`src/rtl/jzjpcc_sram_portb_arbiter.sv`:
```
// Port B arbiter for the core's dual-port SRAM: requester 0 (data memory) vs requester 1 (loader).
// Optional anti-starvation for requester 1 when JZJPCC_SRAM_ARB_ANTISTARVE_EN is defined.
module jzjpcc_sram_portb_arbiter #(
   parameter int unsigned RAM_A_WIDTH  = 12,
   parameter int unsigned LOCK_MAX     = 8,
   parameter int unsigned STARVE_LIMIT = 4
) (
   input  logic                   clock,
   input  logic                   nReset,
   input  logic                   req0,
   output logic                   ready0,
   input  logic [RAM_A_WIDTH-1:0] addr0,
   input  logic                   we0,
   input  logic [3:0]             mask0,
   input  logic [31:0]            wdata0,
   output logic                   rvalid0,
   output logic [31:0]            rdata0,
   input  logic                   req1,
   output logic                   ready1,
   input  logic [RAM_A_WIDTH-1:0] addr1,
   input  logic                   we1,
   input  logic [3:0]             mask1,
   input  logic [31:0]            wdata1,
   output logic                   rvalid1,
   output logic [31:0]            rdata1,
   input  logic                   lock1,
   output logic [RAM_A_WIDTH-1:0] sramAddressB,
   output logic                   sramWriteEnableB,
   output logic [3:0]             sramByteWriteMaskB,
   output logic [31:0]            sramWriteB,
   input  logic [31:0]            sramReadB
);

   localparam int unsigned CntW = $clog2(LOCK_MAX + 1);
   localparam logic [CntW-1:0] LockMaxC = CntW'(LOCK_MAX);
   localparam bit LockEn = (LOCK_MAX > 1);

   typedef enum logic [0:0] {StArb, StLock1} state_e;

   state_e                 state_q, state_d;
   logic [CntW-1:0]        lock_cnt_q, lock_cnt_d, lock_cnt_inc;
   logic [RAM_A_WIDTH-1:0] addr_q;
   logic                   rvalid0_q, rvalid1_q;
   logic                   grant0_c, grant1_c, grant0, grant1;
   logic                   force1;

`ifdef JZJPCC_SRAM_ARB_ANTISTARVE_EN
   localparam int unsigned StW = $clog2(STARVE_LIMIT + 1);
   localparam logic [StW-1:0] StarveMaxC = StW'(STARVE_LIMIT);

   logic [StW-1:0] starve_q, starve_d;

   assign force1 = (state_q == StArb) && req1 && (starve_q == StarveMaxC);

   // Counts only ARB cycles where requester 1 waits; any transfer or idle cycle clears it.
   always_comb begin
      starve_d = '0;
      if ((state_q == StArb) && req1 && !grant1_c) begin
         starve_d = (starve_q == StarveMaxC) ? starve_q : starve_q + StW'(1);
      end
   end

   always_ff @(posedge clock or negedge nReset) begin
      if (!nReset) begin
         starve_q <= '0;
      end else begin
         starve_q <= starve_d;
      end
   end
`else
   assign force1 = 1'b0;
`endif

   assign lock_cnt_inc = lock_cnt_q + CntW'(1);

   always_comb begin
      state_d    = state_q;
      lock_cnt_d = lock_cnt_q;
      grant0_c   = 1'b0;
      grant1_c   = 1'b0;
      unique case (state_q)
         StArb: begin
            if (force1) begin
               grant1_c = req1;
            end else begin
               grant0_c = req0;
               grant1_c = req1 && !req0;
            end
            if (LockEn && grant1_c && lock1) begin
               state_d    = StLock1;
               lock_cnt_d = CntW'(1);
            end
         end
         StLock1: begin
            grant1_c = req1;
            if (!req1) begin
               state_d    = StArb;
               lock_cnt_d = '0;
            end else if (!lock1 || (lock_cnt_inc == LockMaxC)) begin
               state_d    = StArb;
               lock_cnt_d = '0;
            end else begin
               lock_cnt_d = lock_cnt_inc;
            end
         end
         default: begin
            state_d    = StArb;
            lock_cnt_d = '0;
         end
      endcase
   end

   // Grants are forced low while reset is held so no beat or write leaks out.
   assign grant0 = grant0_c && nReset;
   assign grant1 = grant1_c && nReset;
   assign ready0 = grant0;
   assign ready1 = grant1;

   assign sramAddressB       = grant0 ? addr0 : (grant1 ? addr1 : addr_q);
   assign sramWriteEnableB   = (grant0 && we0) || (grant1 && we1);
   assign sramByteWriteMaskB = grant1 ? mask1 : mask0;
   assign sramWriteB         = grant1 ? wdata1 : wdata0;

   assign rvalid0 = rvalid0_q;
   assign rvalid1 = rvalid1_q;
   assign rdata0  = sramReadB;
   assign rdata1  = sramReadB;

   always_ff @(posedge clock or negedge nReset) begin
      if (!nReset) begin
         state_q    <= StArb;
         lock_cnt_q <= '0;
         addr_q     <= '0;
         rvalid0_q  <= 1'b0;
         rvalid1_q  <= 1'b0;
      end else begin
         state_q    <= state_d;
         lock_cnt_q <= lock_cnt_d;
         addr_q     <= sramAddressB;
         rvalid0_q  <= grant0 && !we0;
         rvalid1_q  <= grant1 && !we1;
      end
   end

endmodule

```
`config.mk`:
```
export PLATFORM = sky130hd
export DESIGN_NAME = jzjpcc_sram_portb_arbiter
export DESIGN_NICKNAME = d
export VERILOG_FILES = /design/src/rtl/jzjpcc_sram_portb_arbiter.sv
export SDC_FILE = /design/constraint.sdc
export NUM_CORES = 1
export LEC_CHECK = 0
export BUFFER_PORTS_ARGS = -buffer_cell sky130_fd_sc_hd__buf_4
export CAP_MARGIN = 20
export CORE_AREA = 2 2 98 100
export DETAILED_ROUTE_END_ITERATION = 8
export DIE_AREA = 0 0 100 102
export PLACE_DENSITY_LB_ADDON = 0.12
export SYNTH_ARGS = -nofsm -noshare
export SYNTH_HDL_FRONTEND = slang
export SYNTH_SLANG_ARGS = --single-unit
```
`constraint.sdc`:
```
create_clock -name clock -period 3.3 [get_ports clock]
set_clock_uncertainty 0.15 [all_clocks]
set_input_delay 0.165 -clock clock [delete_from_list [all_inputs] [get_ports clock]]
set_output_delay 0.165 -clock clock [all_outputs]
set_load 0.02 [all_outputs]
```
==> summary.md <==
| Metric | Value |
|---|---|
| Mapped Area | `between 1500 and 2000 sq um` |
| Pwr per Cell Area | `302.6 nW/um^2` |
| Final HPWL from detailed placement | `4552 microns` |
| Hold_ws | `0.004499 ns` |
| Clock transition at path regs | `0.09 ns` |
| Final setup viols | `0` |
| Crit path kind | `primary input to output pin` |
| Seq/Total Area, Yosys | `25.00%` |
| Distinct cells, synth | `29` |
| Grt met1 use | `11.88%` |
| Synth Warn # | `0` |
| DRC | `0` |
| Number of synthesized register bits | `19` |
| Filler cells | `980` |
| Initial DRT Pass Iterations | `4` |
| Slew Limit Fails | `0` |
| Critical path arrival | `2.34 ns` |
| DR vias/cell | `4.112` |
| Max cap viols | `0` |
| Critical path's slowest cell | `and3_4` |
| Final setup TNS | `0 ns` |
| Drt wl/cell | `14.75 microns` |
| Clock sinks | `19` |
| Met2 Usage GRT | `between 15 and 20%` |
| Achievable clock frequency | `376.3 MHz` |
| Peak supply drop | `0.0001472 V` |
| Critical path capture point type | `output pin` |
| Largest net degree at the start of global routing | `52` |
| # nets final | `428` |
| Pleak | `1.350 nW` |
| Most crowded layer after global routing | `met2` |
| Overflow after GRT | `0` |
| Most frequent CP cell | `buf_4` |
| RSZ-0062 raised after global routing | `false` |
| DIE AREA | `10200 sq um` |
| Period utilization | `80.54%` |
| Most common cell after layout, fill and taps aside | `buf_4` |
| Share of layout cells above drive strength 1 | `68.62%` |
| Post-CTS Resized | `0` |
| Std cell rows | `35` |
| CP cell instances | `dlygate4sd3_1 > buf_4 > and3_4 > mux2_2 > buf_4` |
| First-pass GRT wire length | `8293 microns` |
| Root buf cell | `clkbuf_8` |
| Routed WL | `5913 microns` |
| Slew Limit Headroom | `roughly half` |
| Cell count after synthesis | `194` |
| Hold_buf cts | `9` |
| Tightest Hold Check Type | `primary input to flop` |
| Final Non-Filler Cells | `401` |
| CP required | `about 3.0 ns` |
| Via count | `1649` |
| Switching Power | `0.2795 mW` |
| Post-CTS Setup Inserts | `0` |
| Die W | `100 microns` |
| Initial antenna violation count | `0` |
| Comb pwr share | `46.6%` |
| Final worst slack | `0.6423 ns` |
| Cell family with the largest share of critical-path delay | `buffers and inverters` |
| Minimum clock period | `approximately 2.7 ns` |
| CP Buf/Inv Count | `3` |
| DP Cell Count | `388` |
| Worst-skew pair later-pin latency | `approximately 0.25 ns` |
| Inserted Clock Buffers | `3` |
| Internal | `0.5572 mW` |
| H-tree depth | `1` |
| Worst-Margin Slew | `roughly 0.75 ns` |
| Total track usage | `10.32%` |
| Routed Antenna Nets | `0` |
| Share of total power in the clock network | `20.7%` |
| Area grow syn2layout | `45.39%` |
| CTS tree | `built` |
| Vias in the first global route | `1656` |
| Dpl ws | `1.119 ns` |
| Startpoint type of the worst setup path | `primary input` |
| Height of the die | `102 microns` |
| IO Count | `~250` |
| Final instance area | `2765 sq um` |
| Syn nets | `around 330` |
| IO buf count | `between 150 and 200` |
| GR Util met3 | `approximately 3.2%` |
| Outcome | `finished, final reports clean` |
| Clock Path Buffers | `2` |
| Sw Share | `between 30% and 40%` |
| Antenna Cells | `0` |
| Final hold vios | `0` |
| Gpl congestion | `0.7111` |
| Flop pwr share | `32.6%` |
| Iteration-0 DRC Markers | `16` |
| Most frequent cells in the layout | `buf_4, mux2_2, dfrtp_1` |
| Initial Utilization | `a little over a fifth` |
| Post-DP Area | `2629 sq um` |
| Post-synthesis area per instance | `9.803 sq um` |
| CP peak stage delay | `~0.73 ns` |
| Crit Path Max Fanout | `51` |
| Core Area | `9109 sq um` |
through the flow:
step / utilization, % / total power, mW
detailed placement: 28.86 / 0.6639
global placement: 28.86 / 0.6637
floorplan: - / 0.5785
global route: 30.36 / 0.8848
finish: 30.36 / 0.8367
CTS: 30.36 / 0.8528
layout make-up:
type,count,area (sq um),share of cell area [%]
timing repair buffer,164,1254,45.34
sequential,19,475.5,17.19
clock buffer,3,41.29,1.493
multi-input combinational,100,839.6,30.36
clock inverter,1,5.005,0.1810
tap,111,138.9,5.023
inverter,3,11.26,0.4072
cell usage after synthesis (all sizes together):
cell type  count  area share [%]
nor2           2            0.39
a311oi         1            0.46
or2            1            0.33
nor4bb         1            0.53
mux2i         13             6.8
mux2          36              21
nor3b          1            0.39
o22ai          1            0.33
dfrtp         19              25
a22o           3             1.4
a31oi          2            0.66
nand2         13             2.6
a21o           1            0.39
buf           72              30
nand2b         1            0.72
xnor2          1            0.46
nand3          3            0.79
and3           1            0.59
inv            3            0.59
ha             2             1.3
nor2b          1            0.33
o21ai         14             3.7
nand4          1            0.33
and2           1            0.33
worst register-to-register path: stages, from the launching register on:
cell and delay, ns:
dfrtp_1 0.43, nand2b_4 0.17, and3_4 0.67, mux2i_1 0.32
o21ai_1 0.10
path summary, 6_finish.rpt:
check	start	endpoint	slack, ns	cells after the start
hold / removal	addr0[10]	addr_q[10]	0.004	3
setup reg to reg	state_q	addr_q[6]	1.34	4
max in group asynchronous	nReset	rvalid1	2.59	2
min in group asynchronous	nReset	addr_q[9]	0.18	2
setup / recovery	nReset	sramWriteB[23]	0.64	5
hold reg to reg	lock_cnt_q[0]	lock_cnt_q[0]	0.42	1
power by group through the flow:
stage                     registers (mW)  logic [mW]  clock network, mW
after detailed placement           0.278       0.386                  0
after floorplan                    0.276       0.302                  0
after global routing               0.277       0.419              0.189
after global placement             0.278       0.386                  0
after CTS                          0.273       0.396              0.183
final                              0.273       0.390              0.174
kinds of logic (layout without fill, tap and decap cells):
logic type,after synthesis,in the layout,share of synthesized area (%)
fa+ha+maj,2,2,1.316
compound gates,22,22,6.909
xor+xnor,1,1,0.4606
flops,19,19,25.00
buf+inv,75,171,30.86
mux,49,49,28.16
simple gates,26,26,7.304
metal layers:
metal  part of all wire (%)  up-vias
met5                      0        -
met4                    1.3        0
met3                     11        8
met2                     48      114
met1                     40      738
li1                       -      789
flip-flops by register name (all words and copies together) (netlist names):
| name | cells |
|---|---|
| rvalid1 | 1 |
| rvalid0 | 1 |
| lock_cnt_q | 4 |
| state_q | 1 |
| addr_q | 12 |
Note: power is estimated with default switching activity, not from simulation.
